[src/rtl/circuito3_reverse_lookup.sv]
// Sequential reverse lookup for the CIRCUITO3 constant table: maps a data word back to the
// lowest address holding it, scanning one entry per clock behind valid/ready handshakes.
module circuito3_reverse_lookup #(
    parameter int unsigned ADDR_WIDTH = 2,
    parameter int unsigned DATA_WIDTH = 3
) (
    input  logic                  clk,
    input  logic                  rst_n,
    input  logic                  req_valid,
    output logic                  req_ready,
    input  logic [DATA_WIDTH-1:0] req_data,
    output logic                  rsp_valid,
    input  logic                  rsp_ready,
    output logic                  rsp_hit,
    output logic [ADDR_WIDTH-1:0] rsp_addr,
    output logic [DATA_WIDTH-1:0] rsp_key
);

    localparam logic [ADDR_WIDTH-1:0] LastIdx = {ADDR_WIDTH{1'b1}};

    typedef enum logic [1:0] {
        StIdle,
        StScan,
        StResp
    } state_e;

    state_e                state_q, state_d;
    logic [ADDR_WIDTH-1:0] idx_q, idx_d;
    logic [DATA_WIDTH-1:0] key_q, key_d;
    logic                  hit_q, hit_d;
    logic [ADDR_WIDTH-1:0] addr_q, addr_d;

    // Entries beyond the four defined words read as zero.
    function automatic logic [DATA_WIDTH-1:0] table_word(input logic [ADDR_WIDTH-1:0] a);
        logic [DATA_WIDTH-1:0] w;
        w = '0;
        case (a)
            ADDR_WIDTH'(0): w = DATA_WIDTH'(3'b011);
            ADDR_WIDTH'(1): w = DATA_WIDTH'(3'b110);
            ADDR_WIDTH'(2): w = DATA_WIDTH'(3'b100);
            ADDR_WIDTH'(3): w = DATA_WIDTH'(3'b010);
            default:        w = '0;
        endcase
        return w;
    endfunction

    always_ff @(posedge clk or negedge rst_n) begin
        if (!rst_n) begin
            state_q <= StIdle;
            idx_q   <= '0;
            key_q   <= '0;
            hit_q   <= 1'b0;
            addr_q  <= '0;
        end else begin
            state_q <= state_d;
            idx_q   <= idx_d;
            key_q   <= key_d;
            hit_q   <= hit_d;
            addr_q  <= addr_d;
        end
    end

    always_comb begin
        state_d = state_q;
        idx_d   = idx_q;
        key_d   = key_q;
        hit_d   = hit_q;
        addr_d  = addr_q;
        unique case (state_q)
            StIdle: begin
                if (req_valid) begin
                    key_d   = req_data;
                    idx_d   = '0;
                    state_d = StScan;
                end
            end
            StScan: begin
                // Ascending scan, so the lowest matching address wins.
                if (table_word(idx_q) == key_q) begin
                    hit_d   = 1'b1;
                    addr_d  = idx_q;
                    state_d = StResp;
                end else if (idx_q == LastIdx) begin
                    hit_d   = 1'b0;
                    addr_d  = '0;
                    state_d = StResp;
                end else begin
                    idx_d = idx_q + ADDR_WIDTH'(1);
                end
            end
            StResp: begin
                if (rsp_ready) begin
                    state_d = StIdle;
                end
            end
            default: state_d = StIdle;
        endcase
    end

    assign req_ready = (state_q == StIdle);
    assign rsp_valid = (state_q == StResp);
    assign rsp_hit   = hit_q;
    assign rsp_addr  = addr_q;
    assign rsp_key   = key_q;

endmodule

[config.mk]
export PLATFORM = sky130hd
export DESIGN_NAME = circuito3_reverse_lookup
export DESIGN_NICKNAME = d
export VERILOG_FILES = /design/src/rtl/circuito3_reverse_lookup.sv
export SDC_FILE = /design/constraint.sdc
export NUM_CORES = 1
export LEC_CHECK = 0
export CELL_PAD_IN_SITES_DETAIL_PLACEMENT = 0
export CELL_PAD_IN_SITES_GLOBAL_PLACEMENT = 1
export CORE_MARGIN = 2
export CORE_UTILIZATION = 36
export CTS_CLUSTER_SIZE = 24
export DETAILED_ROUTE_END_ITERATION = 6
export PLACE_DENSITY_LB_ADDON = 0.1
export SYNTH_ARGS = -nofsm -noshare
export SYNTH_HDL_FRONTEND = slang
export SYNTH_SLANG_ARGS = --single-unit
[constraint.sdc]
create_clock -name clk -period 3.46 [get_ports clk]
set_clock_uncertainty 0.05 [all_clocks]
set_input_delay 0.692 -clock clk [delete_from_list [all_inputs] [get_ports clk]]
set_output_delay 0.692 -clock clk [all_outputs]
set_load 0.01 [all_outputs]
# == Word-level counts from Yosys, hierarchy flattened ==
# Cells that the tools add are included.
# totals
wordCells,40
output_inout_bits,8
in_bits,7
ff_bits,10
# classes
add_sub_neg,1
n_eq_ne,11
muxes,15
reduce_logical,8
# ops
cell,n
$mux 2,9
$pmux 3 s4,1
$eq 2x2->1 const B,3
$ne 2x2->1 const B,3
$pmux 2 s3,1
$eq 2x1->1 const B,2
$logic_not 2->1,2
$pmux 2 s2,1
$reduce_and 2->1,2
$reduce_and 4->1,1
$reduce_bool 2->1,2
$eq 3x3->1,1
$mux 3,1
$ne 3x3->1 const B,1
$reduce_and 3->1,1
$add 2x1->2 const B,1
$mux 1,2
$ne 2x1->1 const B,1

# == Logic depth before layout (Yosys ltp) ==
# logic_depth
ltp_word,6
ltp_mapped,6
ltp_nobuf,6

# == Least setup slack after synthesis ==
# Ideal clock, no wire load.
# synth_path
path_kind,register to register
from,register idx_q[0]
to,"register addr_q[0], in the netlist rsp_addr[0]"
path_slack_ps,1815
synth_period_minus_slack_ps,1645
path_stages_with_launch,7
required_ps,3289
path_buffers,0
t_arrival_ps,1474
cell_sequence,dfrtp_1 inv_1 ha_1 xor2_1 nor3_4 o21ai_1 a22o_1
# synth_between
elab_chain_cells,6
elab_cells_between_ends,10
cone_classes,eq/ne: 4; mux: 3; reduce/logical: 3
# synth_lines
element,line,text
from (decl),28,"logic [ADDR_WIDTH-1:0] idx_q, idx_d;"
from (signal assigned),56,idx_q <= idx_d;
$eq 2x2->1 (tied with other cells),"37, 83",
$pmux 3 s4,37,case (a)
$mux 3,69,unique case (state_q)
$eq 3x3->1,79,if (table_word(idx_q) == key_q) begin
$reduce_bool 2->1 (no source line),--,
$reduce_and 2->1 (no source line),--,
to (signal assigned),59,addr_q <= addr_d;
to (decl),31,"logic [ADDR_WIDTH-1:0] addr_q, addr_d;"
# Several ways; a longest one is shown, not always the timed one. The select of a mux whose other input is x is not followed.
# A chain may end at the register's enable or synchronous reset.

# == Final worst setup path ==
# layout_path
from,register state_q[0]
to,output port rsp_valid
# layout_between
elab_chain_cells,1
# layout_lines
element,line,text
from (decl),27,"state_e state_q, state_d;"
from (signal assigned),49,state_q <= StIdle;
from (signal assigned),55,state_q <= state_d;
$eq 2x2->1,101,assign rsp_valid = (state_q == StResp);
to (decl),12,"output logic rsp_valid,"
# No other way between the ends.

==> impl_results.md <==
* Layout cells sized above 1 at 0.1231
* Hold EP: rsp_hit
* Comb pwr share at 0.550
* Syn Nets at 58
* Max-cap check violation count at 0
* Net switching power at 261.2 uW
* Cells after synthesis at 48
* Final worst-path cycle share at 0.6403
* Die height at 42.39 um
* DRC viols at 0
* Vias in the first global route at slightly below 400
* Met2 GRT Util at 0.1908
* Max_slew headroom at 0.6955
* Most area-hungry cell type in the Yosys netlist: dfrtp_1
* First-pass GRT wire length at ~1.7 mm
* Register area share after synthesis at 0.4717
* Max-slew violation count at 0
* VDD IR max at 0.3845 mV
* Grt met3 use at 0.02586
* Number of H-tree levels at 1
* Hpwl dp at 743.4 um
* Clock root buffer: clkbuf_4
* Max Fclk at 0.4514 GHz
* CP required at roughly 2.7 ns
* CP Cell Sequence: nand2b_1, inv_1, clkdlybuf4s50_1
* Synth Register Bits at 10
* Setup WS pre-CTS at approximately 1.5 ns
* Post-CTS setup buffer count at 0
* Total Neg Setup Slack at 0 ns
* Mapped Avg Cell Area at 11.05 um2
* Hold Crit Depth at 1
* Sw Ratio at 0.3890
* Most frequent cell after synthesis: dfrtp_1
* Ys async rst share at 1.000
* Rows at 13
* CTS Buffer Depth at 2
* Synthesized area at 530.5 um2
* Tightest Hold Check Type: flop to flop
* Grt met1 use at 0.1671
* Startpoint class of the critical path: flop
* DR WL/cell at ~12 um
* Worst Setup Path Type: flop to primary output
* CTS sink cnt at 10
* Setup slack after layout at roughly 1.2 ns
* Register-to-register setup slack at between 1.5 and 2 ns
* Final setup violation count at 0
* Die Area at about 0.0018 mm2
* Crit path largest cell delay at approximately 0.53 ns
* Hold Startpoint: rsp_hit
* Tot Pwr at 671.4 uW
* Drt first pass iters at 5
* Synth Flop Type: dfrtp_1
* Clock group share of total power at 0.115
* Post-cts gate resize count at 0
* RSZ-0062 raised after global routing: no
* DR vias/cell at a little under 5
* Worst-Skew Late Latency at 0.26 ns
* Final Hold Slack at between 0.4 and 0.5 ns
* Grt peak-use layer: met2
* Via Count at a little under 400
* GR Overflow Total at 0
* Synth area leaders: dfrtp_1 (47%), ha_1 (7.1%), mux2_2 (6.4%), nand2b_1 (3.5%), a22o_1 (3.3%)
* FF-to-FF Start: idx_q[0]
* FF-to-FF path depth at 6
* RR Endpoint: rsp_addr[0]
* Synth top area share at 0.4717
* CP max FO at 8
* CTS tree: done
* Antenna violations before repair at 0
* GRT Util Overall at 0.1216
* Register share of total power at 0.335
* Distinct cells, synth at 22
* Synth-to-layout area growth at 34.20%
* IO Port Bufs at 14
* WL final at approximately 930 um
* Int Power at around 410 uW
* Post-layout nets at 77
* Clock slew at reported path FFs at 0.06 ns
* Final Hold Viols at 0
* Minimum clock period at approximately 2.2 ns
* Pwr Density at ~940 mW/mm2
* Yosys warning count at 0
* Initial DRC Count at 9
* Fill count at 112
* Design area at about 710 um2
* Hold-fix buffers at CTS at 0
* Status: finished, final reports clean
* CTS buffer count at 3
* Area after DPL at about 690 um2
* Post-DRT Antenna Nets at 0
* RePlAce Congestion at 0.7240
* Worst-margin pin slew at 0.4553 ns
* ANT cells at 0
* DIE WIDTH at around 42 um
* CP arrival at ~1.5 ns
* Post-synth EDFFs at 0
* Largest net degree at the start of global routing at 11
* Starting Density at 0.3977
* LEAKAGE at around 0.32 nW
* Core footprint at around 0.0013 mm2
* CP Capture Type: primary output
* CP max-delay cell: clkdlybuf4s50_1
* Ports at 15
==> power by group through the flow <==
stage	clock network, mW	registers (mW)	logic [mW]
6_report	0.0774	0.225	0.369
5_1_grt	0.0825	0.236	0.409
4_1_cts	0.0781	0.224	0.374
3_5_place_dp	0	0.226	0.373
3_3_place_gp	0	0.229	0.372
2_1_floorplan	0	0.232	0.234
==> per-layer routing <==
| layer | part of all wire | vias up |
|---|---|---|
| met5 | 0 | - |
| met4 | 0 | 0 |
| met3 | 0.034 | 0 |
| met2 | 0.48 | 8 |
| met1 | 0.49 | 182 |
| li1 | - | 205 |
==> worst max-delay path: cells and delay by family, from the launching register on <==
kind | cells | cell delay (ns)
flip-flops | 1 | 0.44
AND/OR/NAND/NOR | 1 | 0.19
buffers and inverters | 2 | 0.59
==> placed cells by master (no fill, tap or decap), drive strengths merged, types with 2 or more instances in the layout <==
cell type      netlist  layout
o211ai               3       3
clkbuf               0       3
nor2                 3       3
clkdlybuf4s50        0      14
mux2                 3       3
xor2                 2       2
ha                   3       3
a22o                 2       2
or3                  2       2
nand2b               3       3
o21ai                3       3
dfrtp               10      10
nand2                2       2
and2                 2       2
inv                  3       3
==> stage by stage <==
stage	util	instances
after CTS	0.5338	80
after global routing	0.5338	80
after detailed placement	0.5169	77
after global placement	0.5169	77
final	0.5338	80
after floorplan	-	48
==> sequential cells by signal (all words and copies together), names as in the netlist <==
| name | flops |
|---|---|
| rsp_key | 3 |
| rsp_hit | 1 |
| state_q | 2 |
| rsp_addr | 2 |
| idx_q | 2 |
==> worst max path at each step <==
stage / from / to / slack, ns / depth (start not counted)
after global routing: state_q[0] / rsp_valid / 1.19 / 3
after detailed placement: state_q[0] / rsp_valid / 1.53 / 3
final: state_q[0] / rsp_valid / 1.24 / 3
after CTS: state_q[0] / rsp_valid / 1.24 / 3
after global placement: state_q[0] / rsp_valid / 1.53 / 3
after floorplan: idx_q[0] / rsp_addr[0] / 1.82 / 6
==> final cells by class <==
type | count | area (um2) | share of cell area
flip-flops and latches | 10 | 250.2 | 0.3515
inverters | 3 | 11.26 | 0.01582
clock buffers | 3 | 22.52 | 0.03163
repair buffers | 14 | 140.1 | 0.1968
multi-input cells | 35 | 269.0 | 0.3779
well taps | 15 | 18.77 | 0.02636
==> logic make-up after synthesis <==
| kind of cell | count (synthesis) | share of synthesized area |
|---|---|---|
| buffers and inverters | 3 | 0.02122 |
| AO/OA/AOI/OAI | 11 | 0.1509 |
| multiplexers | 3 | 0.06367 |
| adder cells (fa/ha/maj) | 3 | 0.07076 |
| AND/OR/NAND/NOR | 15 | 0.1722 |
| XOR/XNOR | 3 | 0.04954 |
| flip-flops | 10 | 0.4717 |
Power figures use the tool's default switching activity.
